$ cat config.mk
export PLATFORM = sky130hd
export DESIGN_NAME = axi_mem_reg_slice
export DESIGN_NICKNAME = d
export VERILOG_FILES = /design/src/rtl/axi_mem_reg_slice.sv
export SDC_FILE = /design/constraint.sdc
export NUM_CORES = 1
export LEC_CHECK = 0
export BUFFER_PORTS_ARGS = -buffer_cell sky130_fd_sc_hd__buf_2
export CAP_MARGIN = 20
export CORE_AREA = 3 3 235 237
export CTS_CLUSTER_DIAMETER = 40
export CTS_CLUSTER_SIZE = 10
export DETAILED_ROUTE_END_ITERATION = 16
export DIE_AREA = 0 0 238 240
export PLACE_DENSITY = 0.72
export SLEW_MARGIN = 10
export SYNTH_ARGS = -nofsm -noshare
export SYNTH_HDL_FRONTEND = slang
export SYNTH_HIERARCHICAL = 1
export SYNTH_SLANG_ARGS = --single-unit
$ cat constraint.sdc
create_clock -name aclk -period 8.6 [get_ports aclk]
set_input_delay 0.86 -clock aclk [delete_from_list [all_inputs] [get_ports aclk]]
set_output_delay 0.86 -clock aclk [all_outputs]
set_load 0.02 [all_outputs]
$ cat src/rtl/axi_mem_reg_slice.sv
// Purpose : full AXI4 register slice (AW, W, B, AR, R) ahead of the DDR address remapper.
// Latency : one cycle per channel; sustains one beat per cycle with the sink always ready.
// Backpr. : 2-entry skid per channel; input ready is a flop that drops one beat after the sink stalls.
// Ports   : s_axi_* faces the SoC master, m_axi_* faces the remapper; aclk / aresetn (async, active-low).

// One skid-buffer channel. OUT drives the sink, SK catches the beat already
// in flight when the sink stalls. in_rdy is the registered !SK.valid.
module axi_mem_reg_slice_chan #(
    parameter int W = 8
) (
    input  logic         clk,
    input  logic         rst_n,
    input  logic         in_vld,
    output logic         in_rdy,
    input  logic [W-1:0] in_dat,
    output logic         out_vld,
    input  logic         out_rdy,
    output logic [W-1:0] out_dat
);
    logic         out_v_q, out_v_d;
    logic         sk_v_q,  sk_v_d;
    logic         rdy_q,   rdy_d;
    logic [W-1:0] out_dat_q, out_dat_d;
    logic [W-1:0] sk_dat_q,  sk_dat_d;
    logic         in_fire, out_fire;

    assign in_fire  = in_vld & rdy_q;
    assign out_fire = out_v_q & out_rdy;

    always_comb begin
        out_v_d   = out_v_q;
        sk_v_d    = sk_v_q;
        out_dat_d = out_dat_q;
        sk_dat_d  = sk_dat_q;
        if (!out_v_q) begin
            // EMPTY
            if (in_fire) begin
                out_v_d   = 1'b1;
                out_dat_d = in_dat;
            end
        end else if (!sk_v_q) begin
            // HALF
            if (in_fire && out_fire) begin
                out_dat_d = in_dat;
            end else if (in_fire) begin
                sk_v_d   = 1'b1;
                sk_dat_d = in_dat;
            end else if (out_fire) begin
                out_v_d = 1'b0;
            end
        end else begin
            // FULL: rdy_q is low, so only the drain side can move
            if (out_fire) begin
                out_dat_d = sk_dat_q;
                sk_v_d    = 1'b0;
            end
        end
        rdy_d = ~sk_v_d;
    end

    always_ff @(posedge clk or negedge rst_n) begin
        if (!rst_n) begin
            out_v_q <= 1'b0;
            sk_v_q  <= 1'b0;
            rdy_q   <= 1'b0;
        end else begin
            out_v_q <= out_v_d;
            sk_v_q  <= sk_v_d;
            rdy_q   <= rdy_d;
        end
    end

    // Payload is don't-care while its valid is low, so it carries no reset.
    always_ff @(posedge clk) begin
        out_dat_q <= out_dat_d;
        sk_dat_q  <= sk_dat_d;
    end

    assign in_rdy  = rdy_q;
    assign out_vld = out_v_q;
    assign out_dat = out_dat_q;
endmodule

module axi_mem_reg_slice #(
    parameter int ADDR_WIDTH = 36,
    parameter int DATA_WIDTH = 64,
    parameter int ID_WIDTH   = 8
) (
    input  logic                    aclk,
    input  logic                    aresetn,
    // slave side (from master)
    input  logic [ADDR_WIDTH-1:0]   s_axi_awaddr,
    input  logic [ID_WIDTH-1:0]     s_axi_awid,
    input  logic [7:0]              s_axi_awlen,
    input  logic [2:0]              s_axi_awsize,
    input  logic [1:0]              s_axi_awburst,
    input  logic                    s_axi_awlock,
    input  logic [3:0]              s_axi_awcache,
    input  logic [2:0]              s_axi_awprot,
    input  logic [3:0]              s_axi_awqos,
    input  logic                    s_axi_awvalid,
    output logic                    s_axi_awready,
    input  logic [DATA_WIDTH-1:0]   s_axi_wdata,
    input  logic [DATA_WIDTH/8-1:0] s_axi_wstrb,
    input  logic                    s_axi_wlast,
    input  logic                    s_axi_wvalid,
    output logic                    s_axi_wready,
    output logic [ID_WIDTH-1:0]     s_axi_bid,
    output logic [1:0]              s_axi_bresp,
    output logic                    s_axi_bvalid,
    input  logic                    s_axi_bready,
    input  logic [ADDR_WIDTH-1:0]   s_axi_araddr,
    input  logic [ID_WIDTH-1:0]     s_axi_arid,
    input  logic [7:0]              s_axi_arlen,
    input  logic [2:0]              s_axi_arsize,
    input  logic [1:0]              s_axi_arburst,
    input  logic                    s_axi_arlock,
    input  logic [3:0]              s_axi_arcache,
    input  logic [2:0]              s_axi_arprot,
    input  logic [3:0]              s_axi_arqos,
    input  logic                    s_axi_arvalid,
    output logic                    s_axi_arready,
    output logic [DATA_WIDTH-1:0]   s_axi_rdata,
    output logic [ID_WIDTH-1:0]     s_axi_rid,
    output logic [1:0]              s_axi_rresp,
    output logic                    s_axi_rlast,
    output logic                    s_axi_rvalid,
    input  logic                    s_axi_rready,
    // master side (to remapper)
    output logic [ADDR_WIDTH-1:0]   m_axi_awaddr,
    output logic [ID_WIDTH-1:0]     m_axi_awid,
    output logic [7:0]              m_axi_awlen,
    output logic [2:0]              m_axi_awsize,
    output logic [1:0]              m_axi_awburst,
    output logic                    m_axi_awlock,
    output logic [3:0]              m_axi_awcache,
    output logic [2:0]              m_axi_awprot,
    output logic [3:0]              m_axi_awqos,
    output logic                    m_axi_awvalid,
    input  logic                    m_axi_awready,
    output logic [DATA_WIDTH-1:0]   m_axi_wdata,
    output logic [DATA_WIDTH/8-1:0] m_axi_wstrb,
    output logic                    m_axi_wlast,
    output logic                    m_axi_wvalid,
    input  logic                    m_axi_wready,
    input  logic [ID_WIDTH-1:0]     m_axi_bid,
    input  logic [1:0]              m_axi_bresp,
    input  logic                    m_axi_bvalid,
    output logic                    m_axi_bready,
    output logic [ADDR_WIDTH-1:0]   m_axi_araddr,
    output logic [ID_WIDTH-1:0]     m_axi_arid,
    output logic [7:0]              m_axi_arlen,
    output logic [2:0]              m_axi_arsize,
    output logic [1:0]              m_axi_arburst,
    output logic                    m_axi_arlock,
    output logic [3:0]              m_axi_arcache,
    output logic [2:0]              m_axi_arprot,
    output logic [3:0]              m_axi_arqos,
    output logic                    m_axi_arvalid,
    input  logic                    m_axi_arready,
    input  logic [DATA_WIDTH-1:0]   m_axi_rdata,
    input  logic [ID_WIDTH-1:0]     m_axi_rid,
    input  logic [1:0]              m_axi_rresp,
    input  logic                    m_axi_rlast,
    input  logic                    m_axi_rvalid,
    output logic                    m_axi_rready
);
    localparam int A_W = ADDR_WIDTH + ID_WIDTH + 8 + 3 + 2 + 1 + 4 + 3 + 4;
    localparam int W_W = DATA_WIDTH + DATA_WIDTH/8 + 1;
    localparam int B_W = ID_WIDTH + 2;
    localparam int R_W = DATA_WIDTH + ID_WIDTH + 2 + 1;

    logic [A_W-1:0] aw_in_dat, aw_out_dat, ar_in_dat, ar_out_dat;
    logic [W_W-1:0] w_in_dat,  w_out_dat;
    logic [B_W-1:0] b_in_dat,  b_out_dat;
    logic [R_W-1:0] r_in_dat,  r_out_dat;

    assign aw_in_dat = {s_axi_awaddr, s_axi_awid, s_axi_awlen, s_axi_awsize, s_axi_awburst,
                        s_axi_awlock, s_axi_awcache, s_axi_awprot, s_axi_awqos};
    assign {m_axi_awaddr, m_axi_awid, m_axi_awlen, m_axi_awsize, m_axi_awburst,
            m_axi_awlock, m_axi_awcache, m_axi_awprot, m_axi_awqos} = aw_out_dat;
    assign ar_in_dat = {s_axi_araddr, s_axi_arid, s_axi_arlen, s_axi_arsize, s_axi_arburst,
                        s_axi_arlock, s_axi_arcache, s_axi_arprot, s_axi_arqos};
    assign {m_axi_araddr, m_axi_arid, m_axi_arlen, m_axi_arsize, m_axi_arburst,
            m_axi_arlock, m_axi_arcache, m_axi_arprot, m_axi_arqos} = ar_out_dat;
    assign w_in_dat = {s_axi_wdata, s_axi_wstrb, s_axi_wlast};
    assign {m_axi_wdata, m_axi_wstrb, m_axi_wlast} = w_out_dat;
    assign b_in_dat = {m_axi_bid, m_axi_bresp};
    assign {s_axi_bid, s_axi_bresp} = b_out_dat;
    assign r_in_dat = {m_axi_rdata, m_axi_rid, m_axi_rresp, m_axi_rlast};
    assign {s_axi_rdata, s_axi_rid, s_axi_rresp, s_axi_rlast} = r_out_dat;

    axi_mem_reg_slice_chan #(.W(A_W)) u_aw (
        .clk(aclk), .rst_n(aresetn),
        .in_vld(s_axi_awvalid), .in_rdy(s_axi_awready), .in_dat(aw_in_dat),
        .out_vld(m_axi_awvalid), .out_rdy(m_axi_awready), .out_dat(aw_out_dat));

    axi_mem_reg_slice_chan #(.W(W_W)) u_w (
        .clk(aclk), .rst_n(aresetn),
        .in_vld(s_axi_wvalid), .in_rdy(s_axi_wready), .in_dat(w_in_dat),
        .out_vld(m_axi_wvalid), .out_rdy(m_axi_wready), .out_dat(w_out_dat));

    axi_mem_reg_slice_chan #(.W(A_W)) u_ar (
        .clk(aclk), .rst_n(aresetn),
        .in_vld(s_axi_arvalid), .in_rdy(s_axi_arready), .in_dat(ar_in_dat),
        .out_vld(m_axi_arvalid), .out_rdy(m_axi_arready), .out_dat(ar_out_dat));

    axi_mem_reg_slice_chan #(.W(B_W)) u_b (
        .clk(aclk), .rst_n(aresetn),
        .in_vld(m_axi_bvalid), .in_rdy(m_axi_bready), .in_dat(b_in_dat),
        .out_vld(s_axi_bvalid), .out_rdy(s_axi_bready), .out_dat(b_out_dat));

    axi_mem_reg_slice_chan #(.W(R_W)) u_r (
        .clk(aclk), .rst_n(aresetn),
        .in_vld(m_axi_rvalid), .in_rdy(m_axi_rready), .in_dat(r_in_dat),
        .out_vld(s_axi_rvalid), .out_rdy(s_axi_rready), .out_dat(r_out_dat));
endmodule

# --- Yosys cells after proc, flatten, opt, wreduce, memory -nomap -nowiden ---
# Cells that the tools add are included.
totals:
  reg_bits: 607
  out_inout_bits: 306
  word_cells: 150
classes:
  n_eq_ne: 10
  muxes: 70
  bitwise_logic: 25
  reduce_logical: 20
op_table:
  columns: ["op", "count"]
  rows:
  - ["2-to-1 mux 69 bit", 10]
  - ["2-to-1 mux 75 bit", 5]
  - ["2-to-1 mux 73 bit", 5]
  - ["2-to-1 mux 10 bit", 5]
  - ["2-to-1 mux 1 bit", 45]
  - ["!= test 3 bit (second input constant)", 10]
  - ["AND reduction 4 bit", 5]
  - ["inverter 1 bit", 15]
  - ["AND reduction 3 bit", 5]
  - ["bitwise AND 1 bit", 10]
  - ["nonzero test 2 bit", 5]
  - ["logical AND 1 bit", 5]

# --- Depth between registers and ports, before layout ---
# Gate-level depths: netlist (run 1).
depth:
  depth_word: 6
  ltp_mapped: 4
  mapped_depth_nobuf: 2

# --- By module ---
# Netlist (run 1), hierarchy kept.
modules_own_cells:
  columns: ["mod", "n_inst", "cells_each", "area_each_um2", "seq_area_each_um2"]
  rows:
  - ["axi_mem_reg_slice_chan at u_ar ...", 2, 227, 5180.0, 4219.0]
  - ["axi_mem_reg_slice_chan at u_r", 1, 246, 5698.0, 4579.4]
  - ["axi_mem_reg_slice_chan at u_w", 1, 240, 5642.9, 4459.3]
  - ["axi_mem_reg_slice_chan at u_b", 1, 44, 893.4, 675.6]

# --- Worst setup path after synthesis (run 1) ---
# OpenSTA, ideal clock, no wires.
synth_path:
  path_kind: "input -> register"
  from: "input port m_axi_rvalid"
  to: "register u_r.sk_dat_q[0], enable pin"
  setup_time_ps: 693
  arrival_ps: 8028
  t_required_ps: 7907
  slack_ps: -122
  path_stages: 2
  path_buffers: 0
  path_cell_list: "nand2_1 nor4_1"
synth_between:
  elab_chain_cells: 4
synth_lines:
  columns: ["item", "line_no", "rtl"]
  rows:
  - ["start: declaration", "165", "input logic m_axi_rvalid,"]
  - ["bitwise AND 1 bit (*)", "27", "assign in_fire = in_vld & rdy_q;"]
  - ["logical AND 1 bit", "43", "if (in_fire && out_fire) begin"]
  - ["inverter 1 bit (no source line)", null, null]
  - ["AND reduction 4 bit (no source line) (*)", null, null]
  - ["end signal: assignment", "76", "sk_dat_q <= sk_dat_d;"]
  - ["end: declaration", "24", "logic [W-1:0] sk_dat_q, sk_dat_d;"]
# Every way passes the cells marked *; elsewhere a longest branch is shown, timed or not.
# A chain may end at the register's enable or synchronous reset.

# --- Worst setup path after layout (run 1) ---
layout_path:
  from: "register u_aw.out_v_q (netlist: u_aw/out_vld)"
  to: "register u_aw.out_dat_q[58] (netlist: u_aw/out_dat[58]), enable pin"
layout_between:
  elab_chain_cells: 4
  elab_cells_between_ends: 6
  cone_classes: "2 x eq/ne; 1 x bitwise; 3 x reduce/logical"
layout_lines:
  columns: ["item", "line_no", "rtl"]
  rows:
  - ["start: declaration", "20", "logic out_v_q, out_v_d;"]
  - ["start signal: assignment", "67", "out_v_q <= out_v_d;"]
  - ["bitwise AND 1 bit", "28", "assign out_fire = out_v_q & out_rdy;"]
  - ["logical AND 1 bit", "43", null]
  - ["!= test 3 bit (no source line)", null, null]
  - ["AND reduction 3 bit (no source line) (*)", null, null]
  - ["end signal: assignment", "75", "out_dat_q <= out_dat_d;"]
  - ["end: declaration", "23", "logic [W-1:0] out_dat_q, out_dat_d;"]
# Marked as above.

==> results of run 1 <==
## stage by stage
step	instances	worst slack, ns
floorplan	984	0.0744
global placement	2273	5.61
detailed placement	2273	5.54
CTS	2413	5.75
global route	2425	5.62
finish	2430	5.81
## power breakdown
| part | internal [mW] | switching, mW | leakage [nW] |
|---|---|---|---|
| clock | 2.08 | 1.26 | 1.32 |
| combinational | 1.00 | 1.69 | 4.46 |
| sequential | 4.20 | 0.221 | 5.68 |
| total | 7.28 | 3.16 | 11.5 |
## synth_stat cells
cell | number | area [sq um]
mux2_2 | 177 | 1990
nand2_2 | 1 | 6.26
inv_1 | 5 | 18.8
a21oi_1 | 5 | 25.0
a21o_1 | 2 | 15.0
buf_2 | 4 | 20.0
nand2_1 | 7 | 26.3
a31oi_1 | 5 | 31.3
nor4_1 | 5 | 31.3
a21o_2 | 3 | 26.3
mux2_4 | 119 | 1790
o21ai_0 | 5 | 25.0
buf_6 | 13 | 146
dfrtp_1 | 15 | 375
nor2b_1 | 5 | 31.3
edfxtp_1 | 592 | 17800
nand2_4 | 2 | 22.5
clkbuf_8 | 14 | 193
a2bb2oi_1 | 5 | 43.8
## final timing paths
path                                                  from                         end  slack (ns)  cells past startpoint
max in group asynchronous                          aresetn       u_w/out_vld$_DFF_PN0_        8.01                      1
worst min register to register  u_w/sk_dat_q[47]$_DFFE_PP_   u_w/out_dat[47]$_DFFE_PP_        0.53                      1
worst min-delay path                               aresetn       u_r/out_vld$_DFF_PN0_        0.22                      1
min in group aclk                              s_axi_wlast   u_w/sk_dat_q[0]$_DFFE_PP_        0.43                      1
worst max-delay path                u_aw/out_vld$_DFF_PN0_  u_aw/out_dat[58]$_DFFE_PP_        5.81                      3
worst max register to register      u_aw/out_vld$_DFF_PN0_  u_aw/out_dat[58]$_DFFE_PP_        5.81                      3
## sequential cells by signal, summed over array words and instances, names as in the netlist, 10 cells and up, named ones only
signal         cells
u_ar/out_dat      69
u_ar/sk_dat_q     69
u_aw/out_dat      69
u_aw/sk_dat_q     69
u_b/out_dat       10
u_b/sk_dat_q      10
u_r/out_dat       75
u_r/sk_dat_q      75
u_w/out_dat       73
u_w/sk_dat_q      73
## worst reg2reg max path, delay by kind of cell (launching register included)
family / cells / cell delay (ns)
buffers and inverters: 1 / 0.70
and+or+nand+nor: 1 / 0.55
DFF: 1 / 0.47
AOI/OAI and AO/OA: 1 / 0.66
## routing by layer
layer | track usage (%) | wire [um] | part of all wire, %
met4 | 8.25 | 1670 | 3.2
met2 | 28.4 | 25700 | 49
met1 | 20.3 | 19500 | 37
met3 | 7.46 | 5180 | 9.9
met5 | 0 | 118 | 0.23
## kinds of logic after synthesis
family | count (synthesis) | share of synthesized area (%)
mux | 296 | 16.7
simple gates | 20 | 0.521
compound gates | 25 | 0.736
buf+inv | 36 | 1.67
flops | 607 | 80.3
## area by class of cell
cell class | count | area (sq um) | area share, %
clock inverter | 43 | 487 | 1.67
timing repair buffer | 625 | 3160 | 10.8
antenna | 16 | 40.0 | 0.137
sequential | 607 | 18200 | 62.3
tap | 696 | 871 | 2.99
clock buffer | 97 | 2230 | 7.67
multi-input combinational | 341 | 4190 | 14.4
inverter | 5 | 18.8 | 0.0644
==> flow_summary.ini, run 1 <==
[placed_design]
portBuffers = 613
hpwl_um = 35900
placed_area_sq_um = 26400
gp_congestion = 0.791

[worst_setup_path]
cp-start-kind = register
worst-path-buf-inv = 1
crit_type = reg -> reg
slowest_delay_ns = 0.70
crit_path_end_kind = register
critPathTopFamily = buffers and inverters
arrival_ns = 3.01
worstPathMaxFanout = 70
path_cells = nand2_4, a2bb2oi_4, buf_4
crit_slowest_cell = buf_4
crit_required_ns = 8.83

[global_route]
grt_overflow_total = 0
grt_pass1_vias = 12292
gr-usage-all-layers_pct = 17.5
grt_pass1_wl_um = 75200
grt_max_degree = 74
antenna_found_initial = 21

[cts]
cts.repair.resized = 0
cts_tree = built
clock_latency_ns = 0.61
post_cts_buffers = 0
cts_sinks = 607
clk_path_buf_depth = 3
htree_num_levels = 3
cts_made_buffers = 86
cts_hold_repair.buffers = 0
clkTransAtPathRegs_ns = 0.05
cts-root-buf = clkbuf_16

[sta]
post-route-period-util_pct = 32.4
final.setup.tns_ns = 0
rsz0062_at_grt = no
tightestPinTransition_ns = 1.05
holdWs_ns = 0.224
report.final.setup_viol = 0
hold_viol_final = 0
clock.fmax_mhz = 359
maxSlewViolCount = 0
post-route-min-period_ns = 2.79
skew_ns = 0.0204
max-slew-margin-rel_pct = 29.4

[drt]
drtIter0Drc = 728
drt-pass1-iter-count = 5
via_per_inst = 4.84
wire_per_inst_um = 21.5
drt-total-wl_um = 52200
drc = 0
num_vias = 11766
antenna_left = 0

[finish]
mostFrequentLayoutCell = buf_2
design_area_sq_um = 29100
final_layout_size_suffix_gt1_share_pct = 61.8
syn_to_final_growth_pct = 29.0
fill_cells = 4068
final_core_util_pct = 54.5
layout_common_cells = 613 x buf_2, 592 x edfxtp_1, 177 x mux2_2
final_nets = 1974

[logic_synthesis]
ys_types = 19
yosysWarnings = 6
yosysSeqAreaShare_pct = 80.3
synth_cells = 984
netlist_area_sq_um = 22600
ys_ff_latch = 607
syn_area_per_cell_sq_um = 23.0
synthesis.nets = 1292

[floorplan]
rows = 85
coreArea_sq_um = 53500
design.portCount = 614
die_w_um = 238
dieArea_sq_um = 57100
start_util_pct = 42.2
die_h_um = 240

[worst_hold_path]
hp-class = in -> async

[pwr]
ir_drop_uv = 382
p_per_area_nw_per_um2 = 358
leakagePower_nw = 11.5
power_mw = 10.4

[job]
drv_cap = 0

[outcome]
outcome = finished clean
(Power assumes the default switching activity.)
==> run 2: changes to the inputs <==
- PLACE_DENSITY: 0.72 -> 0.69
- clock period: 8.6 -> 2.6 ns (I/O delays scaled with it)
==> flow_summary.ini, run 2 (same netlist as run 1, synthesis figures left out) <==
[drt]
wire_per_inst_um = 20.8
drt-total-wl_um = 57600
drt-pass1-iter-count = 4
drc = 0
antenna_left = 0
drtIter0Drc = 685
num_vias = 13180
via_per_inst = 4.77

[finish]
design_area_sq_um = 32700
mostFrequentLayoutCell = buf_2
final_core_util_pct = 61.2
syn_to_final_growth_pct = 44.8
final_layout_size_suffix_gt1_share_pct = 53.1
layout_common_cells = 613 x buf_2, 592 x edfxtp_1, 310 x dlygate4sd3_1
final_nets = 2302

[worst_setup_path]
slowest_delay_ns = 0.45
worstPathMaxFanout = 25
crit_required_ns = 2.96
arrival_ns = 2.22
cp-start-kind = register
critPathTopFamily = flip-flops
crit_type = reg -> reg
worst-path-buf-inv = 1
crit_slowest_cell = dfrtp_1
crit_path_end_kind = register
path_cells = nand2_4, buf_4, mux2_2

[floorplan]
die_h_um = 240
coreArea_sq_um = 53500
rows = 85
dieArea_sq_um = 57100
start_util_pct = 42.2
die_w_um = 238
design.portCount = 614

[cts]
cts_sinks = 607
cts.repair.resized = 0
htree_num_levels = 3
post_cts_buffers = 0
cts_hold_repair.buffers = 310
cts_tree = built
clock_latency_ns = 0.62
clk_path_buf_depth = 3
cts-root-buf = clkbuf_16
cts_made_buffers = 89
clkTransAtPathRegs_ns = 0.05

[sta]
post-route-period-util_pct = 71.6
skew_ns = 0.0332
post-route-min-period_ns = 1.86
holdWs_ns = 0.0621
rsz0062_at_grt = no
max-slew-margin-rel_pct = 49.1
tightestPinTransition_ns = 0.758
hold_viol_final = 0
report.final.setup_viol = 0
final.setup.tns_ns = 0
clock.fmax_mhz = 537
maxSlewViolCount = 0

[worst_hold_path]
hp-class = in -> reg

[placed_design]
placed_area_sq_um = 26800
gp_congestion = 0.793
hpwl_um = 36300
portBuffers = 613

[global_route]
grt_pass1_vias = 14508
gr-usage-all-layers_pct = 19.5
grt_max_degree = 76
antenna_found_initial = 5
grt_overflow_total = 0
grt_pass1_wl_um = 85200

[job]
drv_cap = 0

[pwr]
p_per_area_nw_per_um2 = 1100
ir_drop_uv = 806
leakagePower_nw = 12.9

[outcome]
outcome = finished clean
-- run 2: final timing paths --
check	start	endpoint	slack, ns	cells after the start
worst min-delay path	s_axi_wvalid	u_w/in_rdy$_DFF_PN0_	0.06	3
worst max-delay path	register	u_w/out_dat[69]$_DFFE_PP_	0.74	3
worst min register to register	u_ar/sk_dat_q[26]$_DFFE_PP_	u_ar/out_dat[26]$_DFFE_PP_	0.53	1
min in group asynchronous	aresetn	asynchronous set/reset pin	0.18	2
worst max register to register	register	u_w/out_dat[69]$_DFFE_PP_	0.74	3
max in group asynchronous	aresetn	u_w/in_rdy$_DFF_PN0_	2.01	2
-- run 2: metal layers --
metal | GRT usage, % | share of wire, %
met2 | 33.8 | 52
met1 | 22.5 | 37
met5 | 0 | 0.023
met3 | 6.06 | 7.8
met4 | 8.39 | 3.3
-- run 2: metrics by stage --
stage | cells | worst slack (ns) | power (mW)
detailed placement | 2289 | 0.754 | 24.1
finish | 2763 | 0.738 | 35.9
global placement | 2289 | 0.777 | 24.0
global route | 2761 | 0.693 | 37.2
CTS | 2757 | 0.748 | 36.0
floorplan | 984 | -0.806 | 21.0
-- run 2: layout make-up --
class | instances | area (sq um)
Inverter | 5 | 18.8
Clock inverter | 42 | 443
Timing Repair Buffer | 950 | 6600
Tap cell | 696 | 871
Fill cell | 3670 | 20800
Multi-Input combinational cell | 341 | 4220
Antenna cell | 6 | 15.0
Clock buffer | 116 | 2400
Sequential cell | 607 | 18200
-- run 2: worst min-delay path: stages --
cell and delay (ns):
buf_2 0.09, a31oi_1 0.10, a21o_1 0.16
-- run 2: power breakdown --
part / leakage, nW / switching, mW / internal [mW] / total (mW)
combinational: 5.90 / 5.87 / 3.96 / 9.83
clock: 1.37 / 4.34 / 7.05 / 11.4
sequential: 5.67 / 0.796 / 13.9 / 14.7
total: 12.9 / 11.0 / 24.9 / 35.9
